$ cat config.mk
export PLATFORM = sky130hd
export DESIGN_NAME = alu_uart_bridge
export DESIGN_NICKNAME = d
export VERILOG_FILES = /design/src/rtl/alu_uart_bridge.sv
export SDC_FILE = /design/constraint.sdc
export NUM_CORES = 1
export LEC_CHECK = 0
export CAP_MARGIN = 10
export CORE_AREA = 2 2 57 59
export CTS_BUF_LIST = sky130_fd_sc_hd__clkbuf_4
export CTS_CLUSTER_SIZE = 8
export DETAILED_ROUTE_END_ITERATION = 10
export DIE_AREA = 0 0 59 61
export PLACE_DENSITY = 0.87
export SETUP_SLACK_MARGIN = 0.4
export SLEW_MARGIN = 30
export SYNTH_ARGS = -nofsm -noshare
export SYNTH_HDL_FRONTEND = slang
export SYNTH_SLANG_ARGS = --single-unit
$ cat constraint.sdc
create_clock -name i_clk -period 4.6 [get_ports i_clk]
set_clock_uncertainty 0.15 [all_clocks]
set_input_delay 0.92 -clock i_clk [delete_from_list [all_inputs] [get_ports i_clk]]
set_output_delay 0.92 -clock i_clk [all_outputs]
set_load 0.02 [all_outputs]
$ cat src/rtl/alu_uart_bridge.sv
// alu_uart_bridge
//   Glue between a UART receiver, a combinational ALU and a UART transmitter.
//   Collects three received bytes (A, B, opcode) and holds them on the ALU
//   inputs. One settle cycle later it captures the ALU result and issues a
//   single-cycle transmit request. It then waits for the transmitter to finish.
//
// Optional build macro: ALU_BRIDGE_OPCHECK_EN
//   When this macro is defined, opcodes outside the supported ALU set are
//   rejected. o_alu_op keeps its old value, and 0xEE is sent in place of the
//   result. Frame timing is the same either way.
//
// Ports
//   i_clk, i_reset        clock, async active-high reset
//   i_rx_done/i_rx_data   byte strobe + byte from the UART receiver
//   i_alu_result          combinational ALU output
//   i_tx_done             end-of-stop-bit strobe from the transmitter
//   o_alu_a/b/op          registered ALU operands / opcode
//   o_tx_data/o_tx_start  byte to send + one-cycle start pulse
//   o_busy                high while a frame is executing or transmitting
//   o_overrun             sticky: a byte arrived while busy and was dropped
module alu_uart_bridge #(
  parameter int NB_DATA = 8,
  parameter int NB_OP   = 6
) (
  input  logic               i_clk,
  input  logic               i_reset,
  input  logic               i_rx_done,
  input  logic [NB_DATA-1:0] i_rx_data,
  input  logic [NB_DATA-1:0] i_alu_result,
  input  logic               i_tx_done,
  output logic [NB_DATA-1:0] o_alu_a,
  output logic [NB_DATA-1:0] o_alu_b,
  output logic [NB_OP-1:0]   o_alu_op,
  output logic [NB_DATA-1:0] o_tx_data,
  output logic               o_tx_start,
  output logic               o_busy,
  output logic               o_overrun
);

  typedef enum logic [2:0] {
    WAIT_A, WAIT_B, WAIT_OP, EXEC, SEND, WAIT_TX
  } state_t;

  state_t state, state_nxt;

  // state register
  always_ff @(posedge i_clk or posedge i_reset) begin
    if (i_reset) state <= WAIT_A;
    else         state <= state_nxt;
  end

  // next-state logic
  always_comb begin
    state_nxt = state;
    case (state)
      WAIT_A:  if (i_rx_done) state_nxt = WAIT_B;
      WAIT_B:  if (i_rx_done) state_nxt = WAIT_OP;
      WAIT_OP: if (i_rx_done) state_nxt = EXEC;
      EXEC:    state_nxt = SEND;
      SEND:    state_nxt = WAIT_TX;
      WAIT_TX: if (i_tx_done) state_nxt = WAIT_A;
      default: state_nxt = WAIT_A;
    endcase
  end

  // state-decoded outputs
  always_comb begin
    o_busy = 1'b0;
    case (state)
      EXEC, SEND, WAIT_TX: o_busy = 1'b1;
      default:             o_busy = 1'b0;
    endcase
  end

  logic [NB_OP-1:0] rx_op;
  assign rx_op = i_rx_data[NB_OP-1:0];

`ifdef ALU_BRIDGE_OPCHECK_EN
  function automatic logic op_ok(input logic [NB_OP-1:0] op);
    case (op)
      NB_OP'(8'h20), NB_OP'(8'h22), NB_OP'(8'h24), NB_OP'(8'h25),
      NB_OP'(8'h26), NB_OP'(8'h27), NB_OP'(8'h03), NB_OP'(8'h02): op_ok = 1'b1;
      default: op_ok = 1'b0;
    endcase
  endfunction

  // Remembers that the current frame carried a rejected opcode.
  logic op_bad;
`endif

  // The start pulse is registered so it lines up with the captured data and
  // is cleared by the async reset immediately.
  always_ff @(posedge i_clk or posedge i_reset) begin
    if (i_reset) begin
      o_alu_a    <= '0;
      o_alu_b    <= '0;
      o_alu_op   <= '0;
      o_tx_data  <= '0;
      o_tx_start <= 1'b0;
      o_overrun  <= 1'b0;
`ifdef ALU_BRIDGE_OPCHECK_EN
      op_bad     <= 1'b0;
`endif
    end else begin
      o_tx_start <= (state == SEND);
      if (i_rx_done && o_busy) o_overrun <= 1'b1;
      case (state)
        WAIT_A:  if (i_rx_done) o_alu_a <= i_rx_data;
        WAIT_B:  if (i_rx_done) o_alu_b <= i_rx_data;
        WAIT_OP: if (i_rx_done) begin
`ifdef ALU_BRIDGE_OPCHECK_EN
          op_bad <= !op_ok(rx_op);
          if (op_ok(rx_op)) o_alu_op <= rx_op;
`else
          o_alu_op <= rx_op;
`endif
        end
        SEND: begin
`ifdef ALU_BRIDGE_OPCHECK_EN
          o_tx_data <= op_bad ? NB_DATA'(8'hEE) : i_alu_result;
`else
          o_tx_data <= i_alu_result;
`endif
        end
        default: ;
      endcase
    end
  end

endmodule
==> metrics.md <==
| Metric | Value |
|---|---|
| Clk slew on worst S/H paths | `100 ps` |
| Cells along the critical path | `nand2b_4, nand2_1, clkdlybuf4s50_1` |
| DP HPWL | `2.18 mm` |
| Die area | `3600 µm²` |
| Top FF cell, synth | `dfrtp_1` |
| Crit-path max cell delay | `620 ps` |
| CP required | `3530 ps` |
| Post-route design area | `2020 µm²` |
| Initial core utilization | `46.7%` |
| Yosys reg bits | `35` |
| CTS Buf Count | `5` |
| DP Worst Slack | `1900 ps` |
| Critical path class | `flip-flop to output port` |
| Final wirelength | `2.86 mm` |
| Antenna viol nets, final | `0` |
| Die X | `59 µm` |
| H-Tree Level Count | `2` |
| Final Hold Viols | `0` |
| Slew headroom | `56.0%` |
| Post-CTS Setup Bufs | `0` |
| Net Count, Synth | `106` |
| Hold buffer count at CTS | `0` |
| Post-cts resize count | `0` |
| Final Worst Setup Slack | `1750 ps` |
| Area contributors post-synth | `dfrtp_1, mux2_2, nand2b_4` |
| Max capacitance violation total | `0` |
| Data arrival time of the critical path | `1780 ps` |
| First-pass DRT Iterations | `4` |
| Worst Max-Slew Pin Slew | `659 ps` |
| Row cnt | `20` |
| GRT Total Usage | `18.8%` |
| Die Ht | `61 µm` |
| P_leak | `0.836 nW` |
| RSZ-0062 raised after global routing | `no` |
| Top-count cell post-synth | `dfrtp_1` |
| Power Density | `776 nW/µm²` |
| Multi-input gate area in the final layout | `490 µm²` |
| Worst Setup End Kind | `output port` |
| Proportion of layout cells with a drive suffix above 1 | `31.0%` |
| Largest net degree at the start of global routing | `33` |
| Post-synth EDFFs | `0` |
| Critical-path top delay cell | `clkdlybuf4s50_1` |
| Core area | `2950 µm²` |
| Final Util | `68.3%` |
| Ys async rst share | `100%` |
| I/O pin count | `53` |
| CTS tree | `yes` |
| Hold/Removal Path Class | `flip-flop to flip-flop` |
| Max Freq | `351 MHz` |
| Root Buffer | `clkbuf_4` |
| DRC violations left | `0` |
| CTS Buffer Depth | `2` |
| Post-synth top area share | `63.5%` |
| Setup-failing EPs final | `0` |
| Vias/cell | `5.06` |
| Worst-Skew Late Latency | `330 ps` |
| Vias in the first global route | `937` |
| Fin. max-slew vios | `0` |
| Netlist cell types | `20` |
| Max VDD drop | `395 µV` |
| Dpl cell area | `1940 µm²` |
| FF+latch area | `876 µm²` |
| Synth Warn # | `0` |
| 1st-iter DRT viols | `24` |
| Gate Count Post-Synth | `86` |
| Layout area overhead | `46.1%` |
| Routed len/inst | `16.1 µm` |
| Sequential share of the synthesized area | `63.5%` |
| First-pass GRT wire length | `4.66 mm` |
| Overall Power | `1.56 mW` |
| Via count | `900` |
| IO Port Bufs | `52` |
| Mean post-synth cell area | `16.0 µm²` |
| # fillers | `238` |
| Minimum clock period after layout | `2850 ps` |
| Mapped Area | `1380 µm²` |
| # clock sinks | `35` |
| Final #Nets | `164` |
| Commonest cells post-synth | `dfrtp_1, mux2_2, a21oi_1, nand2b_4, nand3b_1` |
| Initial antenna violation count | `0` |
| Setup TNS | `0 ps` |
| Outcome | `completed` |
| Crit Path Max Fanout | `7` |
| Final RePlAce weighted congestion | `0.793` |
| Cell taking the most area after synthesis | `dfrtp_1` |
| Startpoint types | `flip-flop` |
| # diodes | `0` |
| Final worst-path cycle share | `62.0%` |
| Overflow after GRT | `0` |
## per-stage QoR
step	hold slack [ps]	instances
3_5_place_dp	318	170
3_3_place_gp	297	170
4_1_cts	340	178
5_1_grt	356	178
2_1_floorplan	351	86
6_report	329	178
## worst max-delay path: cells and delay by family, from the launching register on
kind	cells	cell delay, ps
simple gates	2	320
flops	1	510
buf+inv	1	620
## final timing paths
path | from | cells past startpoint | end | slack, ps
setup / recovery | state[1] | 3 | o_busy | 1750
hold / removal | o_overrun | 1 | o_overrun | 330
setup reg to reg | state[2] | 3 | o_alu_a[2] | 2890
hold reg to reg | o_overrun | 1 | o_overrun | 330
max in group asynchronous | i_reset | 3 | o_alu_a[2] | 2930
min in group asynchronous | i_reset | 2 | o_alu_b[3] | 850
## where the power goes
part           total (mW)  leakage (nW)  internal, mW  switching [mW]
Sequential          0.564         0.417         0.460           0.105
Combinational       0.790         0.377         0.434           0.356
Clock               0.210        0.0426         0.112          0.0986
## layout make-up
type                            instances  share of cell area (%)
Sequential cell                        35                    43.5
Timing Repair Buffer                   53                    26.2
Multi-Input combinational cell         48                    24.3
Tap cell                               33                    2.05
Clock inverter                          3                    1.92
Clock buffer                            5                    1.86
Inverter                                1                   0.186
## layout by cell type (no fill, tap or decap)
master and count:
clkdlybuf4s50_1 52, dfrtp_1 35, mux2_2 30, clkbuf_4 5, nand2b_4 2, a21oi_1 2, nand3b_1 2, nor3_4 1
nor4b_1 1, nor2_1 1, or3_1 1, nand2b_1 1, nand2_1 1, a21o_1 1, nor2_4 1, nor2_2 1
inv_2 1, nor3b_4 1, and2_1 1, o21ai_0 1, clkinv_2 1, clkinv_1 1, bufinv_16 1, buf_4 1
## sequential cells by signal, summed over array words and instances, names as in the netlist
register    flops
o_alu_a         8
o_alu_b         8
o_tx_data       8
o_alu_op        6
state           3
o_overrun       1
o_tx_start      1
## kinds of logic after synthesis
kind of cell / after synthesis / share of synthesized area, %
AO/OA/AOI/OAI: 4 / 1.63
buffers and inverters: 3 / 0.996
flip-flops: 35 / 63.5
multiplexers: 30 / 24.5
AND/OR/NAND/NOR: 14 / 9.43
## layer usage
metal | wire, µm | up-vias | GRT usage [%] | part of all wire, %
li1 | - | 422 | - | -
met4 | 27 | 0 | 7.79 | 0.94
met1 | 1130 | 449 | 21.9 | 40
met3 | 138 | 2 | 6.61 | 4.8
met2 | 1560 | 27 | 31.7 | 55
met5 | 0 | - | 0 | 0
(Power assumes the default switching activity.)
